File: config.mk
export PLATFORM = sky130hd
export DESIGN_NAME = apb2axi_issue_ctrl_flat
export DESIGN_NICKNAME = d
export VERILOG_FILES = /design/src/rtl/apb2axi_pkg.sv /design/src/rtl/apb2axi_issue_ctrl_if.sv /design/src/rtl/apb2axi_id_alloc.sv /design/src/rtl/apb2axi_issue_ctrl.sv /design/src/flat_wrapper.sv
export SDC_FILE = /design/constraint.sdc
export NUM_CORES = 1
export LEC_CHECK = 0
export CORE_AREA = 8 8 201 126
export DETAILED_ROUTE_END_ITERATION = 6
export DIE_AREA = 0 0 209 134
export PLACE_DENSITY = 0.65
export SYNTH_ARGS = -nofsm -noshare
export SYNTH_HDL_FRONTEND = slang
export SYNTH_HIERARCHICAL = 1
export SYNTH_SLANG_ARGS = --single-unit
File: constraint.sdc
create_clock -name aclk -period 5 [get_ports aclk]
set_input_delay 0.75 -clock aclk [delete_from_list [all_inputs] [get_ports aclk]]
set_output_delay 0.75 -clock aclk [all_outputs]
set_load 0.01 [all_outputs]
File: src/rtl/apb2axi_pkg.sv
// -----------------------------------------------------------------------------
// apb2axi_pkg
// Shared types and defaults for the APB-to-AXI bridge issue path.
//   issue_state_e      : issue scheduler FSM states
//   issue_req_t        : latched head request (direction + directory tag)
//   ISSUE_MAX_*_OSTD   : default outstanding-transaction caps per direction
//   ISSUE_TAG_W        : tag width carried in issue_req_t; raise it if the
//                        directory ever uses wider tags
// -----------------------------------------------------------------------------
package apb2axi_pkg;

   localparam int ISSUE_MAX_WR_OSTD = 4;
   localparam int ISSUE_MAX_RD_OSTD = 4;
   localparam int ISSUE_TAG_W       = 4;

   typedef enum logic [1:0] {
      ISSUE_IDLE  = 2'd0,
      ISSUE_ISSUE = 2'd1,
      ISSUE_DRAIN = 2'd2
   } issue_state_e;

   typedef struct packed {
      logic                   is_write;
      logic [ISSUE_TAG_W-1:0] tag;
   } issue_req_t;

endpackage

File: src/rtl/apb2axi_issue_ctrl_if.sv
// -----------------------------------------------------------------------------
// apb2axi_issue_ctrl_if
// Handshake bundle around the issue scheduler:
//   pending_* : directory head request (valid/is_write/tag in, ready out)
//   issue_*   : request towards txn_mgr (valid/is_write/tag/axi_id out, ready in)
// Modports:
//   master : environment side (drives pending request, accepts issues)
//   slave  : the issue scheduler
// -----------------------------------------------------------------------------
interface apb2axi_issue_ctrl_if #(
   parameter int TAG_W    = 4,
   parameter int AXI_ID_W = 4
);
   logic                pending_valid;
   logic                pending_is_write;
   logic [TAG_W-1:0]    pending_tag;
   logic                pending_ready;

   logic                issue_valid;
   logic                issue_is_write;
   logic [TAG_W-1:0]    issue_tag;
   logic [AXI_ID_W-1:0] issue_axi_id;
   logic                issue_ready;

   modport master (
      output pending_valid, pending_is_write, pending_tag, issue_ready,
      input  pending_ready, issue_valid, issue_is_write, issue_tag, issue_axi_id
   );

   modport slave (
      input  pending_valid, pending_is_write, pending_tag, issue_ready,
      output pending_ready, issue_valid, issue_is_write, issue_tag, issue_axi_id
   );
endinterface

File: src/rtl/apb2axi_id_alloc.sv
// -----------------------------------------------------------------------------
// apb2axi_id_alloc
// Per-direction AXI ID allocator: in-flight bitmap, lowest-free priority
// encoder, ID->tag table, outstanding count and sticky error flag.
// Ports:
//   clk, rst_n             : clock, asynchronous active-low reset
//   alloc_en, alloc_tag    : take alloc_id and record its owning tag
//   credit                 : an ID may be allocated this cycle
//   alloc_id               : lowest free ID of the registered bitmap
//   done_valid, done_id    : completion for an ID
//   done_tag               : tag owning done_id (combinational)
//   cnt                    : outstanding count
//   err                    : completion for a non-in-flight ID was seen
// -----------------------------------------------------------------------------
module apb2axi_id_alloc #(
   parameter int ID_W     = 4,
   parameter int TAG_W    = 4,
   parameter int MAX_OSTD = 4
) (
   input  logic             clk,
   input  logic             rst_n,
   input  logic             alloc_en,
   input  logic [TAG_W-1:0] alloc_tag,
   output logic             credit,
   output logic [ID_W-1:0]  alloc_id,
   input  logic             done_valid,
   input  logic [ID_W-1:0]  done_id,
   output logic [TAG_W-1:0] done_tag,
   output logic [ID_W:0]    cnt,
   output logic             err
);
   localparam int NUM_IDS = 1 << ID_W;

   logic [NUM_IDS-1:0] bitmap_reg, bitmap_next;
   logic [TAG_W-1:0]   tag_table_reg  [NUM_IDS];
   logic [TAG_W-1:0]   tag_table_next [NUM_IDS];
   logic [ID_W:0]      cnt_reg, cnt_next;
   logic               err_reg;
   logic               has_free;
   logic [ID_W-1:0]    free_id;
   logic               done_hit;

   // Lowest free ID; scanning downwards lets the lowest index win last.
   // Works on the registered bitmap, so an ID freed this cycle is only
   // allocatable from the next cycle on.
   always_comb begin
      has_free = 1'b0;
      free_id  = '0;
      for (int i = NUM_IDS - 1; i >= 0; i--) begin
         if (!bitmap_reg[i]) begin
            has_free = 1'b1;
            free_id  = ID_W'(i);
         end
      end
   end

   assign done_hit = done_valid & bitmap_reg[done_id];
   assign credit   = has_free & (cnt_reg < (ID_W+1)'(MAX_OSTD));
   assign alloc_id = free_id;
   assign done_tag = tag_table_reg[done_id];
   assign cnt      = cnt_reg;
   assign err      = err_reg;

   // A slot cannot be set and cleared in the same cycle: set needs the bit
   // clear, a counted completion needs it set.
   generate
      for (genvar gi = 0; gi < NUM_IDS; gi++) begin : g_slot
         logic set_bit, clr_bit;
         assign set_bit = alloc_en && (free_id == ID_W'(gi));
         assign clr_bit = done_hit && (done_id == ID_W'(gi));
         assign bitmap_next[gi]    = set_bit | (bitmap_reg[gi] & ~clr_bit);
         assign tag_table_next[gi] = set_bit ? alloc_tag : tag_table_reg[gi];
      end
   endgenerate

   // Accept and completion in the same cycle cancel out.
   assign cnt_next = cnt_reg + (ID_W+1)'(alloc_en) - (ID_W+1)'(done_hit);

   always_ff @(posedge clk or negedge rst_n) begin
      if (!rst_n) begin
         bitmap_reg <= '0;
         cnt_reg    <= '0;
         err_reg    <= 1'b0;
         for (int i = 0; i < NUM_IDS; i++) begin
            tag_table_reg[i] <= '0;
         end
      end else begin
         bitmap_reg <= bitmap_next;
         cnt_reg    <= cnt_next;
         err_reg    <= err_reg | (done_valid & ~bitmap_reg[done_id]);
         for (int i = 0; i < NUM_IDS; i++) begin
            tag_table_reg[i] <= tag_table_next[i];
         end
      end
   end

endmodule

File: src/rtl/apb2axi_issue_ctrl.sv
// -----------------------------------------------------------------------------
// apb2axi_issue_ctrl
// Issue scheduler between the directory pop port and the transaction manager
// (AXI clock domain). Accepts the in-order head request, allocates the lowest
// free AXI ID of its direction, presents it to txn_mgr one cycle later, and
// frees IDs on B / RLAST completions, returning the owning tag.
// Ports:
//   aclk, aresetn              : clock, asynchronous active-low reset
//   bus (slave)                : pending_* head request, issue_* to txn_mgr
//   wr_done_valid/id, wr_done_tag : write completion and owning tag
//   rd_done_valid/id, rd_done_tag : read completion and owning tag
//   wr_ostd_cnt, rd_ostd_cnt   : outstanding counts
//   drain_req, drain_done      : quiesce handshake
//   err_sticky                 : completion for an ID not in flight
//   stall_cycles, issued_cnt   : statistics
// Build option: APB2AXI_ISSUE_STATS_EN enables the statistics counters;
// without it both statistics outputs are constant zero.
// -----------------------------------------------------------------------------
module apb2axi_issue_ctrl
   import apb2axi_pkg::*;
#(
   parameter int AXI_ID_W    = 4,
   parameter int TAG_W       = 4,
   parameter int MAX_WR_OSTD = ISSUE_MAX_WR_OSTD,
   parameter int MAX_RD_OSTD = ISSUE_MAX_RD_OSTD
) (
   input  logic                aclk,
   input  logic                aresetn,
   apb2axi_issue_ctrl_if.slave bus,
   input  logic                wr_done_valid,
   input  logic [AXI_ID_W-1:0] wr_done_id,
   output logic [TAG_W-1:0]    wr_done_tag,
   input  logic                rd_done_valid,
   input  logic [AXI_ID_W-1:0] rd_done_id,
   output logic [TAG_W-1:0]    rd_done_tag,
   output logic [AXI_ID_W:0]   wr_ostd_cnt,
   output logic [AXI_ID_W:0]   rd_ostd_cnt,
   input  logic                drain_req,
   output logic                drain_done,
   output logic                err_sticky,
   output logic [15:0]         stall_cycles,
   output logic [15:0]         issued_cnt
);
   issue_state_e        state_reg, state_next;
   issue_req_t          req_reg;
   logic [AXI_ID_W-1:0] id_reg;

   logic                wr_credit, rd_credit, credit_sel;
   logic [AXI_ID_W-1:0] wr_alloc_id, rd_alloc_id;
   logic                wr_err, rd_err;
   logic                accept;
   logic                pending_ready_c, issue_valid_c, drain_done_c;

   apb2axi_id_alloc #(.ID_W(AXI_ID_W), .TAG_W(TAG_W), .MAX_OSTD(MAX_WR_OSTD)) u_wr_alloc (
      .clk        (aclk),
      .rst_n      (aresetn),
      .alloc_en   (accept & bus.pending_is_write),
      .alloc_tag  (bus.pending_tag),
      .credit     (wr_credit),
      .alloc_id   (wr_alloc_id),
      .done_valid (wr_done_valid),
      .done_id    (wr_done_id),
      .done_tag   (wr_done_tag),
      .cnt        (wr_ostd_cnt),
      .err        (wr_err)
   );

   apb2axi_id_alloc #(.ID_W(AXI_ID_W), .TAG_W(TAG_W), .MAX_OSTD(MAX_RD_OSTD)) u_rd_alloc (
      .clk        (aclk),
      .rst_n      (aresetn),
      .alloc_en   (accept & ~bus.pending_is_write),
      .alloc_tag  (bus.pending_tag),
      .credit     (rd_credit),
      .alloc_id   (rd_alloc_id),
      .done_valid (rd_done_valid),
      .done_id    (rd_done_id),
      .done_tag   (rd_done_tag),
      .cnt        (rd_ostd_cnt),
      .err        (rd_err)
   );

   // Only the head's direction matters: a blocked head blocks everything.
   assign credit_sel = bus.pending_is_write ? wr_credit : rd_credit;
   assign accept     = pending_ready_c;

   // State register
   always_ff @(posedge aclk or negedge aresetn) begin
      if (!aresetn) state_reg <= ISSUE_IDLE;
      else          state_reg <= state_next;
   end

   // Next-state logic
   always_comb begin
      state_next = state_reg;
      case (state_reg)
         ISSUE_IDLE: begin
            if (drain_req)   state_next = ISSUE_DRAIN;
            else if (accept) state_next = ISSUE_ISSUE;
         end
         ISSUE_ISSUE: begin
            if (bus.issue_ready) state_next = drain_req ? ISSUE_DRAIN : ISSUE_IDLE;
         end
         ISSUE_DRAIN: begin
            if (!drain_req) state_next = ISSUE_IDLE;
         end
         default: state_next = ISSUE_IDLE;
      endcase
   end

   // Output logic
   always_comb begin
      pending_ready_c = 1'b0;
      issue_valid_c   = 1'b0;
      drain_done_c    = 1'b0;
      case (state_reg)
         ISSUE_IDLE:  pending_ready_c = bus.pending_valid & ~drain_req & credit_sel;
         ISSUE_ISSUE: issue_valid_c   = 1'b1;
         ISSUE_DRAIN: drain_done_c    = (wr_ostd_cnt == '0) && (rd_ostd_cnt == '0);
         default: ;
      endcase
   end

   // Issue payload, captured on accept and held through the ISSUE state.
   always_ff @(posedge aclk or negedge aresetn) begin
      if (!aresetn) begin
         req_reg <= '0;
         id_reg  <= '0;
      end else if (accept) begin
         req_reg.is_write <= bus.pending_is_write;
         req_reg.tag      <= ISSUE_TAG_W'(bus.pending_tag);
         id_reg           <= bus.pending_is_write ? wr_alloc_id : rd_alloc_id;
      end
   end

   assign bus.pending_ready  = pending_ready_c;
   assign bus.issue_valid    = issue_valid_c;
   assign bus.issue_is_write = req_reg.is_write;
   assign bus.issue_tag      = TAG_W'(req_reg.tag);
   assign bus.issue_axi_id   = id_reg;
   assign drain_done         = drain_done_c;
   assign err_sticky         = wr_err | rd_err;

`ifdef APB2AXI_ISSUE_STATS_EN
   logic [15:0] stall_cycles_reg, issued_cnt_reg;

   always_ff @(posedge aclk or negedge aresetn) begin
      if (!aresetn) begin
         stall_cycles_reg <= '0;
         issued_cnt_reg   <= '0;
      end else begin
         // Stalls count only while the head is waiting in IDLE.
         if (bus.pending_valid && !pending_ready_c && (state_reg == ISSUE_IDLE)
             && (stall_cycles_reg != 16'hFFFF))
            stall_cycles_reg <= stall_cycles_reg + 16'd1;
         if (issue_valid_c && bus.issue_ready)
            issued_cnt_reg <= issued_cnt_reg + 16'd1;
      end
   end

   assign stall_cycles = stall_cycles_reg;
   assign issued_cnt   = issued_cnt_reg;
`else
   assign stall_cycles = '0;
   assign issued_cnt   = '0;
`endif

endmodule

File: src/flat_wrapper.sv
// flat-port wrapper written by rule: the top's interface ports become plain ports
module apb2axi_issue_ctrl_flat import apb2axi_pkg::*;
#(
   parameter int AXI_ID_W    = 4,
   parameter int TAG_W       = 4,
   parameter int MAX_WR_OSTD = ISSUE_MAX_WR_OSTD,
   parameter int MAX_RD_OSTD = ISSUE_MAX_RD_OSTD
)
  (aclk, aresetn, wr_done_valid, wr_done_id, wr_done_tag, rd_done_valid, rd_done_id, rd_done_tag, wr_ostd_cnt, rd_ostd_cnt, drain_req, drain_done, err_sticky, stall_cycles, issued_cnt, bus_pending_valid, bus_pending_is_write, bus_pending_tag, bus_issue_ready, bus_pending_ready, bus_issue_valid, bus_issue_is_write, bus_issue_tag, bus_issue_axi_id);
  apb2axi_issue_ctrl_if #(.TAG_W(TAG_W), .AXI_ID_W(AXI_ID_W)) bus_i ();
  input  logic aclk;
  input  logic aresetn;
  input  logic wr_done_valid;
  input  logic [AXI_ID_W-1:0] wr_done_id;
  output logic [TAG_W-1:0] wr_done_tag;
  input  logic rd_done_valid;
  input  logic [AXI_ID_W-1:0] rd_done_id;
  output logic [TAG_W-1:0] rd_done_tag;
  output logic [AXI_ID_W:0] wr_ostd_cnt;
  output logic [AXI_ID_W:0] rd_ostd_cnt;
  input  logic drain_req;
  output logic drain_done;
  output logic err_sticky;
  output logic [15:0] stall_cycles;
  output logic [15:0] issued_cnt;
  input wire logic [$bits(bus_i.pending_valid)-1:0] bus_pending_valid;
  input wire logic [$bits(bus_i.pending_is_write)-1:0] bus_pending_is_write;
  input wire logic [$bits(bus_i.pending_tag)-1:0] bus_pending_tag;
  input wire logic [$bits(bus_i.issue_ready)-1:0] bus_issue_ready;
  output wire logic [$bits(bus_i.pending_ready)-1:0] bus_pending_ready;
  output wire logic [$bits(bus_i.issue_valid)-1:0] bus_issue_valid;
  output wire logic [$bits(bus_i.issue_is_write)-1:0] bus_issue_is_write;
  output wire logic [$bits(bus_i.issue_tag)-1:0] bus_issue_tag;
  output wire logic [$bits(bus_i.issue_axi_id)-1:0] bus_issue_axi_id;
  assign bus_i.pending_valid = bus_pending_valid;
  assign bus_i.pending_is_write = bus_pending_is_write;
  assign bus_i.pending_tag = bus_pending_tag;
  assign bus_i.issue_ready = bus_issue_ready;
  assign bus_pending_ready = bus_i.pending_ready;
  assign bus_issue_valid = bus_i.issue_valid;
  assign bus_issue_is_write = bus_i.issue_is_write;
  assign bus_issue_tag = bus_i.issue_tag;
  assign bus_issue_axi_id = bus_i.issue_axi_id;
  apb2axi_issue_ctrl #(.AXI_ID_W(AXI_ID_W), .TAG_W(TAG_W), .MAX_WR_OSTD(MAX_WR_OSTD), .MAX_RD_OSTD(MAX_RD_OSTD)) u_core (.aclk(aclk), .aresetn(aresetn), .bus(bus_i), .wr_done_valid(wr_done_valid), .wr_done_id(wr_done_id), .wr_done_tag(wr_done_tag), .rd_done_valid(rd_done_valid), .rd_done_id(rd_done_id), .rd_done_tag(rd_done_tag), .wr_ostd_cnt(wr_ostd_cnt), .rd_ostd_cnt(rd_ostd_cnt), .drain_req(drain_req), .drain_done(drain_done), .err_sticky(err_sticky), .stall_cycles(stall_cycles), .issued_cnt(issued_cnt));
endmodule
-- After elaboration in Yosys (flattened, before gate mapping)
Index checks and enable logic that the tools add are counted.
- bits in registers: 183
- input bits: 20
- equality and inequality tests: 65
- reduce and logical (&&, ||, !) cells: 73
- mux-type cells: 85
- bitwise gates (word level): 115
- add/subtract/negate cells: 4
- magnitude comparators: 6
- operators by type and width (kind ; number):
    $mux 4 ; 37
    $eq 4x4->1 const B ; 32
    $logic_and 1x1->1 ; 65
    $eq 4x3->1 const B ; 16
    $and 1x1->1 ; 42
    $mux 1 ; 38
    $not 1->1 ; 36
    $or 1x1->1 ; 35
    $bmux 4 s4 ; 2
    $eq 4x2->1 const B ; 8
    $eq 4x1->1 const B ; 4
    $logic_not 4->1 ; 4
    $add 5x1->5 ; 2
    $ge 5x5->1 const B ; 2
    $logic_not 5->1 ; 2
    $lt 4x5->1 const B ; 2
    $lt 5x3->1 const B ; 2
    $mux 2 ; 5
    $not 4->5 ; 2
    $sub 5x1->5 ; 2
    $bmux 1 s4 ; 2
    $pmux 2 s3 ; 1
    $ne 2x2->1 const B ; 2
    $ne 3x2->1 const B ; 1
    4 further kinds ; 4

-- Logic depth before layout (Yosys ltp)
Gate-level depths: netlist (run 1).
- depth after elaboration: 23
- mapped depth: 15

-- Modules after synthesis
Netlist (run 1), hierarchy kept.
- modules (own cells, without submodules) (module ; sequential area each (µm²) ; cells an instance ; area each (µm²) ; instances):
    apb2axi_id_alloc at u_core.u_wr_alloc ; 2152.1 ; 332 ; 4484.3 ; 1
    apb2axi_id_alloc at u_core.u_rd_alloc ; 2152.1 ; 335 ; 4362.9 ; 1
    apb2axi_issue_ctrl ; 275.3 ; 81 ; 817.0 ; 1

-- Least setup slack after synthesis (run 1)
Ideal clock, no wire load.
- kind: input to register
- start: in wr_done_id[0]
- end: reg u_core.u_wr_alloc.cnt_reg[4] (netlist: u_core/u_wr_alloc/cnt[4])
- stages on the path: 15
- arrival: 3.446 ns
- data required time: 4.872 ns
- path buffers: 2
- path slack: 1.426 ns
- cell sequence: clkbuf_1 > buf_2 > mux4_2 > mux2_2 > o21ai_0 > nor2_1 > ha_1 > inv_1 > ha_1 > inv_1 > fa_1 > inv_1 > a21o_1 > a21oi_1 > xor2_1
- word-level cells in the longest chain between the ends: 4
- RTL lines (what ; RTL line ; RTL):
    start: declaration ; flat_wrapper.sv:14 ; input logic [AXI_ID_W-1:0] wr_done_id;
    $bmux 1 s4 ; apb2axi_id_alloc.sv:57 ; assign done_hit = done_valid & bitmap_reg[done_id];
    $mux 1 (not written as such) ; apb2axi_id_alloc.sv:57 ;
    $and 1x1->1 ; apb2axi_id_alloc.sv:57 ;
    $sub 5x1->5 ; apb2axi_id_alloc.sv:77 ; assign cnt_next = cnt_reg + (ID_W+1)'(alloc_en) - (ID_W+1)'(done_hit);
    named net u_core.u_wr_alloc.cnt_next[4] ; apb2axi_id_alloc.sv:37 ; logic [ID_W:0] cnt_reg, cnt_next;
    end signal: assignment ; apb2axi_id_alloc.sv:89 ; cnt_reg <= cnt_next;
    end: declaration ; apb2axi_id_alloc.sv:37 ;
The timed path passes the listed nets, and every way through them passes these cells. The select of a mux whose other input is x is not followed.
A chain may end at the register's enable or synchronous reset.

-- Worst setup path in the final report (run 1)
- start: in wr_done_id[0]
- end: out wr_done_tag[1]
- word-level cells in the longest chain between the ends: 4
- RTL lines (what ; RTL line ; RTL):
    $not 4->5 (not written as such) ; apb2axi_id_alloc.sv:60 ; assign done_tag = tag_table_reg[done_id];
    $bmux 4 s4 ; apb2axi_id_alloc.sv:60 ;
    $mux 4 (not written as such) (2 in series) ; apb2axi_id_alloc.sv:60 ;
    end: declaration ; flat_wrapper.sv:15 ; output logic [TAG_W-1:0] wr_done_tag;
Every way passes these cells. The select of a mux whose other input is x is not followed.

==> flow_summary.toml, run 1 <==
[placement]
gp_congestion = 0.909
place_hpwl_um = 16500
io_buffers = 50

[route]
via_per_inst = 5.66
drc = 0
routed_wl_um = 23400
firstDrtPassIters = 6
via_count = 6229
drt_iter0_markers = 618
wl_per_cell_um = 21.2
postRouteAntennaNets = 0

[floorplan]
die_h_um = 134
ios = 83
start_util_pct = 43.0
die-area_mm2 = 0.0280
die-width_um = 209
core_region_area_mm2 = 0.0225
num_rows = 43

[setup_path]
critPathCaptureType = "output port"
cp_data_required_time_ns = 4.25
slowest_stage = "clkdlybuf4s50_1"
slowest_delay_ns = 0.79
cp_cell_sequence = "clkdlybuf4s50_1 > buf_4 > mux4_2 > mux4_2 > clkdlybuf4s50_1"
path_class = "input port to output port"
worstSetupStartpointType = "input port"
cp_max_fo = 15
cp_data_arrival_time_ns = 3.47

[clock_tree]
cts_tree = "built"
post_cts_buffers = 0
holdBufCountCts = 0
cts_resized = 0
clock_latency_ns = 0.43
htreeDepth = 4
clock_tree.root_cell = "clkbuf_16"
clk_pin_slew_ns = 0.07
clock_sink_count = 183
cts_made_buffers = 17
clockBufferDepth = 2

[sta]
setup-violations-final = 0
period_share_pct = 84.5
max_freq_mhz = 237
relSlewSlack_pct = 34.3
rsz0062_at_grt = "false"
worst_pin_slew_ns = 0.986
skew_ns = 0.0138
hold_viol = 0
setup_tns_ns = 0
period_minus_slack_ns = 4.22
final-max-slew-violation-count = 0

[yosys]
yosys_register_bits = 183
yosys_warnings = 6
synth_cells = 748
synth_simple_gate_area_share_pct = 10.3
synth_top_family_by_area = "multiplexers"
netlist_area_mm2 = 0.00966
synthMuxAreaShare_pct = 27.6
synth_top_flop_cell = "dfrtp_1"
synthAdderAreaFrac_pct = 1.97
synth-compound-area-share_pct = 6.67
ys_async_sr_fraction_pct = 100
synth_xor_area_share_pct = 0.544
yosys.cell_types.count = 67
synth_seq_area_share_pct = 47.4
synth_edf_count = 0
syn_avg_cell_area_um2 = 12.9

[global_routing]
grt_usage_pct = 17.0
antenna_found_initial = 0
grt_pass1_wl_um = 37300
grt-ovfl-total = 0
grt_max_degree = 116
grt_pass1_vias = 6232

[cells_and_area]
syn2layout_area_growth_pct = 13.3
diodes = 0
nets = 831
nFillCells = 1973
drive_gt1_share_pct = 30.7

[power_and_ir_drop]
ir_drop_mv = 0.229
pwr_density_cell_mw_per_mm2 = 354
power.leakage_nw = 5.15
p_total_mw = 3.87

[hold_path]
hp-class = "input port to asynchronous set/reset pin"

[run]
cap_viol_max_count = 0

[run_status]
status = "finished clean"
critical path, delay by kind of cell:
kind     cells  cell delay [ns]
buf+inv      3             1.68
mux          2             1.04
where the power goes:
part           switching (mW)  total (mW)  internal (mW)
clock network           0.628        1.35          0.719
logic                   0.404       0.809          0.405
registers               0.118        1.72           1.60
per-stage QoR:
step / cell area, um2 / hold WS [ns] / setup WS [ns] / util, % / std cells
final: 11000 / 0.417 / 0.776 / 48.7 / 1101
after global routing: 11000 / 0.492 / 0.611 / 48.7 / 1101
after CTS: 11000 / 0.466 / 0.731 / 48.7 / 1101
after detailed placement: 10400 / 0.452 / 0.739 / 46.1 / 1070
after global placement: 10400 / 0.461 / 0.782 / 46.1 / 1070
after floorplan: 9780 / 0.420 / 1.43 / - / 779
cells by family (layout without fill, tap and decap cells):
group           count (synthesis)  in the layout
other cells                     1             32
compound gates                 96             96
fa+ha+maj                      14             14
flops                         183            183
xor+xnor                        6              6
simple gates                  163            163
mux                           185            185
buf+inv                       100            130
cell usage after synthesis (8+ instances only):
cell type / n / area share (%)
inv_1: 34 / 1.3
nand3_1: 10 / 0.52
mux2_4: 12 / 1.9
dfrtp_1: 183 / 47
nand4_1: 13 / 0.84
a21o_1: 24 / 1.9
buf_4: 33 / 2.6
mux4_2: 47 / 11
ha_1: 12 / 1.6
nand2b_1: 12 / 0.78
nor3_1: 8 / 0.41
clkbuf_1: 13 / 0.50
nand2_1: 46 / 1.8
o21ai_0: 26 / 1.3
nor2_1: 19 / 0.74
a21oi_1: 16 / 0.83
mux2_2: 115 / 13
buf_1: 8 / 0.31
path summary, 6_finish.rpt:
check,depth (start not counted),end,from,slack (ns)
min in group aclk,1,u_core/u_wr_alloc/err$_DFF_PN0_,u_core/u_wr_alloc/err$_DFF_PN0_,0.46
min reg2reg,1,u_core/u_wr_alloc/err$_DFF_PN0_,u_core/u_wr_alloc/err$_DFF_PN0_,0.46
max,5,wr_done_tag[1],wr_done_id[0],0.78
min,1,u_core/u_rd_alloc/cnt[0]$_DFF_PN0_,aresetn,0.42
max reg2reg,9,u_core/u_rd_alloc/tag_table_reg[25]$_DFFE_PN0P_,u_core/u_wr_alloc/bitmap_reg[5]$_DFF_PN0_,1.49
max in group asynchronous,2,u_core/u_wr_alloc/tag_table_reg[46]$_DFFE_PN0P_,aresetn,3.60
layout by cell type (no fill, tap or decap), types with 16 or more instances in the layout:
cell type / synthesis / routed
o21ai_0: 26 / 26
conb_1: 1 / 32
a21oi_1: 16 / 16
mux2_2: 115 / 115
clkdlybuf4s50_1: 0 / 49
inv_1: 34 / 34
nand2_1: 46 / 46
nor2_1: 19 / 19
dfrtp_1: 183 / 183
mux4_2: 47 / 47
clkbuf_16: 0 / 17
a21o_1: 24 / 24
area by class of cell:
type	instances	area [um2]	share of cell area, %
flip-flops and latches	183	4580	41.8
repair buffers	64	622	5.68
well taps	292	365	3.34
clock buffers	19	443	4.04
clock inverters	12	141	1.29
multi-input cells	496	4670	42.6
inverters	35	134	1.22
per-layer routing:
metal / vias up / track usage [%] / routed length [um]
li1: 2780 / - / -
met1: 3203 / 27.1 / 12200
met2: 224 / 22.3 / 9460
met3: 22 / 4.36 / 1550
met4: 0 / 3.82 / 184
met5: - / 0 / 0
(Power assumes the default switching activity.)
==> run 2: changes to the inputs <==
- PLACE_DENSITY: 0.65 -> 0.67
- clock period: 5 -> 3.7 ns (I/O delays scaled with it)
==> run 2 against run 1 <==
Die area unchanged. Sequential power increased by 35%. Final cell count increased by 1.6%. Via count increased by 2.1%. Worst setup slack got worse by 0.66 ns. First-iteration DRC count increased by 12%. Critical path type unchanged. Sequential share of layout area decreased by 0.61 points. Critical endpoint unchanged. Cell area increased by 1.5%. Clock skew about the same. Wire length decreased by 0.59%. Global-route usage increased by 0.057 points. Sequential cell count unchanged.
==> flow_summary.toml, run 2 (synthesized netlist as in run 1, its figures left out) <==
[run_status]
status = "finished clean"

[cells_and_area]
syn2layout_area_growth_pct = 15.0
stdcell_area_mm2 = 0.0111
nFillCells = 1972
drive_gt1_share_pct = 32.3
final_common_cell = "dfrtp_1"
final_util_pct = 49.4
final_cell_mix = "dfrtp_1, mux2_2, clkdlybuf4s50_1, mux4_2, nand2_1"
diodes = 0
finalNonFillerCells = 1119
nets = 848

[global_routing]
grt_usage_pct = 17.1
grt_pass1_wl_um = 37500
grt_max_degree = 71
antenna_found_initial = 0
grt-ovfl-total = 0
grt_pass1_vias = 6277

[sta]
setup_ws_ns = 0.119
relSlewSlack_pct = 18.0
final-max-slew-violation-count = 0
period_minus_slack_ns = 3.58
skew_ns = 0.0137
rsz0062_at_grt = "false"
max_freq_mhz = 279
hold_viol = 0
period_share_pct = 96.8
setup-violations-final = 0
worst_pin_slew_ns = 1.23

[clock_tree]
clk_pin_slew_ns = 0.07
clock_sink_count = 183
clock_tree.root_cell = "clkbuf_16"
cts_tree = "built"
cts_made_buffers = 17
clockBufferDepth = 2
clock_latency_ns = 0.43
holdBufCountCts = 0
htreeDepth = 4

[route]
drt_iter0_markers = 694
via_count = 6357
via_per_inst = 5.68
postRouteAntennaNets = 0
firstDrtPassIters = 5
routed_wl_um = 23200
drc = 0
wl_per_cell_um = 20.7

[setup_path]
timing.rr.end = "u_core/u_rd_alloc/tag_table_reg[25]$_DFFE_PN0P_"
r2r_slack_ns = 0.55
critPathCaptureType = "output port"
rr_worst_depth = 10
slowest_stage = "clkdlybuf4s50_1"
path_class = "input port to output port"
cp_data_required_time_ns = 3.14
worstSetupStartpointType = "input port"
cp_cell_sequence = "clkdlybuf4s50_1 > buf_8 > mux4_2 > mux4_2 > clkdlybuf4s50_1"
cp_data_arrival_time_ns = 3.03
slowest_delay_ns = 0.65
cp_max_fo = 16
timing.rr.start = "u_core/u_rd_alloc/bitmap_reg[2]$_DFF_PN0_"

[run]
cap_viol_max_count = 0

[power_and_ir_drop]
ir_drop_mv = 0.320
pwr_density_cell_mw_per_mm2 = 469
p_total_mw = 5.22
power.leakage_nw = 5.25

[placement]
dp_cells = 1087
gp_congestion = 0.928
place_hpwl_um = 16600
dpl_cell_area_mm2 = 0.0105
dp_worst_setup_slack_ns = -0.0687
io_buffers = 50

[floorplan]
ios = 83
die-width_um = 209
num_rows = 43
die_h_um = 134
core_region_area_mm2 = 0.0225
start_util_pct = 43.0
die-area_mm2 = 0.0280

[hold_path]
hp-class = "input port to asynchronous set/reset pin"
==> run 2: where the power goes <==
group | internal [mW] | switching (mW)
logic | 0.563 | 0.542
clock network | 0.932 | 0.863
registers | 2.16 | 0.156
total | 3.66 | 1.56
==> run 2: worst max path at each step <==
stage                                         endpoint  depth (start not counted)  slack [ns]     startpoint
floorplan           u_core/u_wr_alloc/cnt[4]$_DFF_PN0_                         15        0.32  wr_done_id[0]
global placement    u_core/u_wr_alloc/cnt[4]$_DFF_PN0_                         16       -0.04  wr_done_id[0]
detailed placement  u_core/u_wr_alloc/cnt[4]$_DFF_PN0_                         16       -0.07  wr_done_id[0]
CTS                                     rd_done_tag[3]                          6        0.02  rd_done_id[0]
global route                            wr_done_tag[1]                          5        0.03  wr_done_id[0]
finish                                  wr_done_tag[1]                          5        0.12  wr_done_id[0]
==> run 2: per-stage QoR <==
stage	setup TNS, ns	hold WS [ns]
final	0	0.127
after global routing	0	0.174
after CTS	0	0.158
after detailed placement	-0.169	0.454
after global placement	-0.0609	0.450
after floorplan	0	0.259
==> run 2: area by class of cell <==
cell class	count	area (um2)	area share (%)
inverters	35	134	1.20
multi-input cells	496	4670	42.0
clock inverters	13	133	1.19
clock buffers	19	453	4.07
well taps	292	365	3.29
flip-flops and latches	183	4580	41.2
repair buffers	81	782	7.04
==> run 2: layer usage <==
metal	GRT usage, %	share of wire [%]	routed length [um]
met1	26.4	51	11800
met2	22.9	41	9480
met4	3.71	0.78	180
met5	0	0	0
met3	4.99	7.6	1760
==> run 2: timing repair <==
action                                 4_1_cts  5_1_grt
buffers inserted                             0        0
gates resized for setup                      1        2
endpoints found under the hold margin        0        0
setup endpoints to repair                    4        5
==> run 2: critical path: cells and delay by family <==
kind	cells	cell delay [ns]
mux	2	1.04
buf+inv	3	1.42
